===== src/rtl/alu_vector_sequencer.sv =====
// ---------------------------------------------------------------------------
// alu_vector_sequencer
//
// Runs one LANES-element vector instruction through a shared external
// combinational ALU, one element per clock, and returns the collected result
// vector over a valid/ready handshake.
//
// Ports:
//   clk, rst_n        clock, asynchronous active-low reset
//   opValid/opReady   instruction handshake (accepted only in IDLE)
//   opFunction        function code (1..11 legal, 6/7 = move scalar)
//   opScalarMode      1: operand B is opScalar broadcast, 0: operand B is opVecB
//   opVecA, opVecB    operand vectors, lane i at [i*BITS +: BITS]
//   opScalar          scalar operand
//   aluFunction/A/B   drive the external ALU (all zero outside EXEC)
//   aluResult         combinational ALU result for the lane being driven
//   resValid/resReady result handshake
//   resVec, resError  result vector and illegal-code flag
//   busy              FSM not in IDLE
//   resZero           (only with ALU_VECTOR_SEQUENCER_ZERO_FLAG_EN) all lanes 0
//
// Optional feature macro: ALU_VECTOR_SEQUENCER_ZERO_FLAG_EN
//
// State | meaning
// ------+---------------------------------------------------------------
// IDLE  | waiting for an instruction, opReady high
// EXEC  | one lane per cycle through the ALU, result written at the edge
// DONE  | resValid high, result held until the consumer accepts it
// ---------------------------------------------------------------------------
module alu_vector_sequencer #(
  parameter int BITS  = 8,
  parameter int LANES = 4,
  parameter int ALUOP = 4
) (
  input  logic                   clk,
  input  logic                   rst_n,
  input  logic                   opValid,
  output logic                   opReady,
  input  logic [ALUOP-1:0]       opFunction,
  input  logic                   opScalarMode,
  input  logic [LANES*BITS-1:0]  opVecA,
  input  logic [LANES*BITS-1:0]  opVecB,
  input  logic [BITS-1:0]        opScalar,
  output logic [ALUOP-1:0]       aluFunction,
  output logic [BITS-1:0]        aluA,
  output logic [BITS-1:0]        aluB,
  input  logic [BITS-1:0]        aluResult,
  output logic                   resValid,
  input  logic                   resReady,
  output logic [LANES*BITS-1:0]  resVec,
  output logic                   resError,
  output logic                   busy
`ifdef ALU_VECTOR_SEQUENCER_ZERO_FLAG_EN
  ,
  output logic                   resZero
`endif
);

  localparam int LW = (LANES > 1) ? $clog2(LANES) : 1;
  localparam int VW = LANES * BITS;

  localparam logic [ALUOP-1:0] FN_FIRST = ALUOP'(1);
  localparam logic [ALUOP-1:0] FN_LAST  = ALUOP'(11);
  localparam logic [ALUOP-1:0] FN_MOV0  = ALUOP'(6);
  localparam logic [ALUOP-1:0] FN_MOV1  = ALUOP'(7);
  localparam logic [LW-1:0]    LANE_END = LW'(LANES - 1);

  typedef enum logic [1:0] {
    S_IDLE = 2'd0,
    S_EXEC = 2'd1,
    S_DONE = 2'd2
  } state_t;

  state_t r_state;
  state_t w_next;

  logic [ALUOP-1:0] r_func;
  logic             r_scalar_mode;
  logic [VW-1:0]    r_vec_a;
  logic [VW-1:0]    r_vec_b;
  logic [BITS-1:0]  r_scalar;
  logic [LW-1:0]    r_lane;
  logic [VW-1:0]    r_res_vec;
  logic             r_res_error;

  logic             w_accept;
  logic             w_legal;
  logic             w_move;
  logic             w_last;
  logic [BITS-1:0]  w_lane_a;
  logic [BITS-1:0]  w_lane_b;
  logic [BITS-1:0]  w_lane_res;

  assign w_accept = opValid && (r_state == S_IDLE);
  assign w_legal  = (opFunction >= FN_FIRST) && (opFunction <= FN_LAST);
  assign w_move   = (r_func == FN_MOV0) || (r_func == FN_MOV1);
  assign w_last   = (r_lane == LANE_END);

  assign w_lane_a   = r_vec_a[r_lane*BITS +: BITS];
  assign w_lane_b   = r_scalar_mode ? r_scalar : r_vec_b[r_lane*BITS +: BITS];
  // Move-scalar codes never use the ALU output, so the slot takes the scalar.
  assign w_lane_res = w_move ? r_scalar : aluResult;

  // State register
  always_ff @(posedge clk or negedge rst_n) begin
    if (!rst_n) begin
      r_state <= S_IDLE;
    end else begin
      r_state <= w_next;
    end
  end

  // Next state and state-decoded outputs
  always_comb begin
    w_next      = r_state;
    opReady     = 1'b0;
    resValid    = 1'b0;
    busy        = 1'b1;
    aluFunction = '0;
    aluA        = '0;
    aluB        = '0;
    case (r_state)
      S_IDLE: begin
        opReady = 1'b1;
        busy    = 1'b0;
        if (opValid) begin
          // Illegal codes skip EXEC entirely; the ALU stays untouched.
          w_next = w_legal ? S_EXEC : S_DONE;
        end
      end
      S_EXEC: begin
        aluFunction = w_move ? '0 : r_func;
        aluA        = w_lane_a;
        aluB        = w_lane_b;
        if (w_last) begin
          w_next = S_DONE;
        end
      end
      S_DONE: begin
        resValid = 1'b1;
        if (resReady) begin
          w_next = S_IDLE;
        end
      end
      default: begin
        w_next = S_IDLE;
      end
    endcase
  end

  // Operand capture, lane counter and result collection
  always_ff @(posedge clk or negedge rst_n) begin
    if (!rst_n) begin
      r_func        <= '0;
      r_scalar_mode <= 1'b0;
      r_vec_a       <= '0;
      r_vec_b       <= '0;
      r_scalar      <= '0;
      r_lane        <= '0;
      r_res_vec     <= '0;
      r_res_error   <= 1'b0;
    end else begin
      if (w_accept) begin
        r_func        <= opFunction;
        r_scalar_mode <= opScalarMode;
        r_vec_a       <= opVecA;
        r_vec_b       <= opVecB;
        r_scalar      <= opScalar;
        r_lane        <= '0;
        r_res_vec     <= '0;
        r_res_error   <= !w_legal;
      end else if (r_state == S_EXEC) begin
        r_res_vec[r_lane*BITS +: BITS] <= w_lane_res;
        r_lane <= w_last ? '0 : r_lane + LW'(1);
      end
    end
  end

  assign resVec   = r_res_vec;
  assign resError = r_res_error;

`ifdef ALU_VECTOR_SEQUENCER_ZERO_FLAG_EN
  // Derived from the held result, so it is stable for the whole DONE window.
  assign resZero = (r_state == S_DONE) && !r_res_error && (r_res_vec == '0);
`endif

endmodule

===== config.mk =====
export PLATFORM = sky130hd
export DESIGN_NAME = alu_vector_sequencer
export DESIGN_NICKNAME = d
export VERILOG_FILES = /design/src/rtl/alu_vector_sequencer.sv
export SDC_FILE = /design/constraint.sdc
export NUM_CORES = 1
export LEC_CHECK = 0
export BUFFER_PORTS_ARGS = -buffer_cell sky130_fd_sc_hd__buf_4
export CAP_MARGIN = 10
export CORE_MARGIN = 4
export CORE_UTILIZATION = 56
export DETAILED_ROUTE_END_ITERATION = 6
export PLACE_DENSITY = 0.85
export SYNTH_ARGS = -nofsm -noshare
export SYNTH_HDL_FRONTEND = slang
export SYNTH_SLANG_ARGS = --single-unit

===== constraint.sdc =====
create_clock -name clk -period 4.09 [get_ports clk]
set_clock_uncertainty 0.05 [all_clocks]
set_input_delay 0.6135 -clock clk [delete_from_list [all_inputs] [get_ports clk]]
set_output_delay 0.6135 -clock clk [all_outputs]
set_load 0.05 [all_outputs]

==> flow_summary.ini <==
[setup_path]
worstSetupEndpointType = output port
critPathMaxFanout = 19
worst_r2r_src = r_lane[1]
timing.critical_path.arrival_ps = 2240
worst-r2r-cell-count = 4
r2r-end = resVec[29]
critical_path_class = register to output port
start_kind = register
reg2reg_slack_ps = 1610
worst_ep_required_time_ps = 3430

[global_routing]
grt.overflow.total = 0
grt_pass1_wl_um = 20620
grt_antenna_before_repair = 0
grt_pass1_vias = 3879
pin_count_of_the_biggest_net_entering_global_routing = 80
gr-usage-all-layers_pct = 24.37

[yosys]
area_fraction_in_compound_gates_after_synthesis_pct = 7.799
syn-num-nets = 446
main_combinational_cell_family_by_area_after_synthesis = multiplexers
ys_warn_count = 0
count_of_state_elements_after_synthesis = 114
syn-mean-instance-area_um2 = 14.59
synthDistinctLibCells = 38
yosys.area.top_type_share_pct = 55.39
yosys.area_share.simple_pct = 6.730
synth.area.mux_share_pct = 25.97
synth_seq_area_share_pct = 55.39
synthesis.area_mm2 = 0.005150
post_synthesis_xor_xnor_area_fraction_pct = 0
post_synth_inst_count = 353
library_cell_with_the_largest_summed_area_after_synthesis = sky130_fd_sc_hd__dfrtp_1
synth_adder_area_share_pct = 0.9718
synth_top_cells_by_area = sky130_fd_sc_hd__dfrtp_1 55%, sky130_fd_sc_hd__mux2_2 15%, sky130_fd_sc_hd__mux4_2 7.0%, sky130_fd_sc_hd__o2bb2ai_1 4.1%, sky130_fd_sc_hd__mux2_4 2.3%

[finish]
layout.filler_cells = 528
drive_above_1_share_pct = 56.10
antennaDiodeCount = 0
final_cell_count_no_fill = 616
layout-area-overhead-vs-synth_pct = 32.31
finish.net_count = 588

[clock_tree]
cts_max_path_buffers = 2
postCtsSetupRepairBufs = 0
clock_tree.root_cell = sky130_fd_sc_hd__clkbuf_8
tritoncts_num_sinks = 114
cts_htree_levels = 4
clkTransAtPathRegs_ps = 60
numCtsBuffers = 17
cts.repair.resized = 0
insertion_delay_of_the_later_clocked_pin_in_the_worst_skew_pair_ps = 500
cts.hold.buffers_added = 0
cts_tree = built

[worst_hold_path]
holdCritPathClass = primary input to asynchronous set/reset pin

[timing]
fmaxAchievable_mhz = 343.9
relSlewSlack_pct = 28.36
tightest_slew_ps = 1075
finalWorstSetupSlack_ps = 1183
final.min_clock_period_ps = 2907
setup_viol = 0
hold_viol = 0
timing.setup.tns_ps = 0
timing.final.max_slew_violations = 0
rsz0062_at_grt = false
post-route-period-util_pct = 71.09

[die]
floorplan.initialDensity_pct = 58.20
placeableCoreArea_mm2 = 0.008848
die_width_um = 103.9
dieArea_mm2 = 0.01079
ios = 145
core.rowCount = 34
dieHeight_um = 103.9

[pwr]
power_density_over_the_cells_mw_per_mm2 = 815.1
vdd_ir_drop_max_uv = 585.6
cell_leakage_power_uw = 0.003207

[drt]
final_antenna_net_count = 0
via_per_inst = 5.696
total_wire_length_um = 12440
routedWlPerCell_um = 20.20
detail_route.drc_violations = 0
routed-via-count = 3509
router_iterations_before_antenna_repair = 4
detail_route.iter0.violations = 157

[placed_design]
dp_hpwl_um = 8581
gp_congestion = 0.8346
port_buffers = 144
placed_cells_incl_taps = 584
place_ws_ps = 1667

[flow_run]
maximum_capacitance_violations = 0

[status]
run_status = finished clean
[layout by cell type (no fill, tap or decap), types with 2 or more instances in the layout]
master	netlist	layout
sky130_fd_sc_hd__o2bb2ai_1	24	24
sky130_fd_sc_hd__ha_1	4	4
sky130_fd_sc_hd__buf_4	1	147
sky130_fd_sc_hd__o2bb2ai_2	8	8
sky130_fd_sc_hd__clkinvlp_4	0	2
sky130_fd_sc_hd__mux4_2	16	16
sky130_fd_sc_hd__nor2_1	2	2
sky130_fd_sc_hd__mux2_2	69	69
sky130_fd_sc_hd__mux2_4	8	8
sky130_fd_sc_hd__nand3_1	11	11
sky130_fd_sc_hd__clkbuf_16	0	16
sky130_fd_sc_hd__mux2i_1	8	8
sky130_fd_sc_hd__nor2b_1	2	2
sky130_fd_sc_hd__bufinv_16	0	2
sky130_fd_sc_hd__clkinv_2	0	7
sky130_fd_sc_hd__nand2_1	25	25
sky130_fd_sc_hd__inv_1	4	4
sky130_fd_sc_hd__nand2b_1	3	3
sky130_fd_sc_hd__clkbuf_8	0	4
sky130_fd_sc_hd__and2_1	10	9
sky130_fd_sc_hd__dfrtp_1	114	114
sky130_fd_sc_hd__a21o_1	4	4
[routing by layer]
| layer | global-route usage [%] | up-vias | share of wire [%] |
|---|---|---|---|
| li1 | - | 1584 | - |
| met1 | 30.92 | 1783 | 40 |
| met2 | 40.11 | 126 | 51 |
| met3 | 7.883 | 16 | 6.8 |
| met4 | 7.502 | 0 | 1.4 |
| met5 | 0 | - | 0 |
[worst max path at each step]
stage / startpoint / end / slack (ps) / depth (start not counted)
after detailed placement: r_lane[1] / resVec[23] / 1670 / 5
after CTS: r_lane[1] / aluB[4] / 1170 / 4
after global placement: r_lane[1] / resVec[31] / 1740 / 4
after global routing: r_state[0] / aluB[4] / 1040 / 4
final: r_lane[1] / aluB[4] / 1180 / 4
after floorplan: r_state[1] / aluFunction[1] / 1690 / 3
[critical path, stage by stage, from the launching register on]
cell	delay, ps
sky130_fd_sc_hd__dfrtp_1	930
sky130_fd_sc_hd__mux4_2	430
sky130_fd_sc_hd__nand2_1	120
sky130_fd_sc_hd__nand2_1	70
sky130_fd_sc_hd__buf_4	190
[Yosys cell counts]
cell,count
sky130_fd_sc_hd__nand3_1,11
sky130_fd_sc_hd__nor2_2,1
sky130_fd_sc_hd__and2_1,10
sky130_fd_sc_hd__ha_1,4
sky130_fd_sc_hd__mux4_2,16
sky130_fd_sc_hd__clkbuf_2,1
sky130_fd_sc_hd__a32oi_1,1
sky130_fd_sc_hd__nand4_1,1
sky130_fd_sc_hd__clkbuf_1,6
sky130_fd_sc_hd__o2bb2ai_2,8
sky130_fd_sc_hd__and4bb_2,1
sky130_fd_sc_hd__a21oi_1,1
sky130_fd_sc_hd__nor2_1,2
sky130_fd_sc_hd__o2bb2ai_1,24
sky130_fd_sc_hd__buf_4,1
sky130_fd_sc_hd__and2b_1,1
sky130_fd_sc_hd__nor3b_2,1
sky130_fd_sc_hd__nor2b_1,2
sky130_fd_sc_hd__o21ai_0,1
sky130_fd_sc_hd__inv_1,4
sky130_fd_sc_hd__mux2_4,8
sky130_fd_sc_hd__o21a_1,1
sky130_fd_sc_hd__or4_1,1
sky130_fd_sc_hd__nand3b_1,1
sky130_fd_sc_hd__or4_4,1
sky130_fd_sc_hd__nor3_1,1
sky130_fd_sc_hd__o31ai_1,1
sky130_fd_sc_hd__mux2_2,69
sky130_fd_sc_hd__mux2i_1,8
sky130_fd_sc_hd__a21o_1,4
sky130_fd_sc_hd__buf_2,11
sky130_fd_sc_hd__a21boi_0,1
sky130_fd_sc_hd__buf_6,5
sky130_fd_sc_hd__and3_1,1
sky130_fd_sc_hd__nand2_1,25
sky130_fd_sc_hd__dfrtp_1,114
sky130_fd_sc_hd__nand2b_1,3
sky130_fd_sc_hd__nand2b_4,1
[per-stage QoR]
stage | hold WS [ps] | area, um^2 | power (uW) | util, %
global placement | 421.9 | 6245 | 4059 | 70.57
finish | 69.95 | 6814 | 5554 | 77.01
CTS | 71.64 | 6814 | 5593 | 77.01
floorplan | 267.9 | 5150 | 3546 | -
detailed placement | 426.0 | 6245 | 4139 | 70.57
global route | 100.5 | 6814 | 5840 | 77.01
[cells by family after synthesis]
| kind of cell | after synthesis |
|---|---|
| flops | 114 |
| mux | 101 |
| simple gates | 64 |
| buf+inv | 28 |
| fa+ha+maj | 4 |
| compound gates | 42 |
[area by class of cell]
type,instances,area [um^2],area share [%]
Sequential cell,114,2853,41.87
Multi-Input combinational cell,211,2138,31.38
Timing Repair Buffer,147,1104,16.20
Clock buffer,21,459.2,6.739
Tap cell,108,135.1,1.983
Clock inverter,11,110.1,1.616
Inverter,4,15.01,0.2203
[flip-flops by register name, indices dropped and copies added, names as in the netlist]
signal         flops
r_lane             2
r_vec_b           32
r_func             4
r_scalar_mode      1
resError           1
r_scalar           8
resVec            32
r_vec_a           32
r_state            2
[power by group]
| group | internal [uW] | leakage [uW] | switching, uW |
|---|---|---|---|
| Combinational | 1030 | 0.00152 | 1220 |
| Clock | 906 | 0.000283 | 500 |
| Sequential | 1570 | 0.00141 | 325 |
| Total | 3510 | 0.00321 | 2050 |
Power figures use the tool's default switching activity.
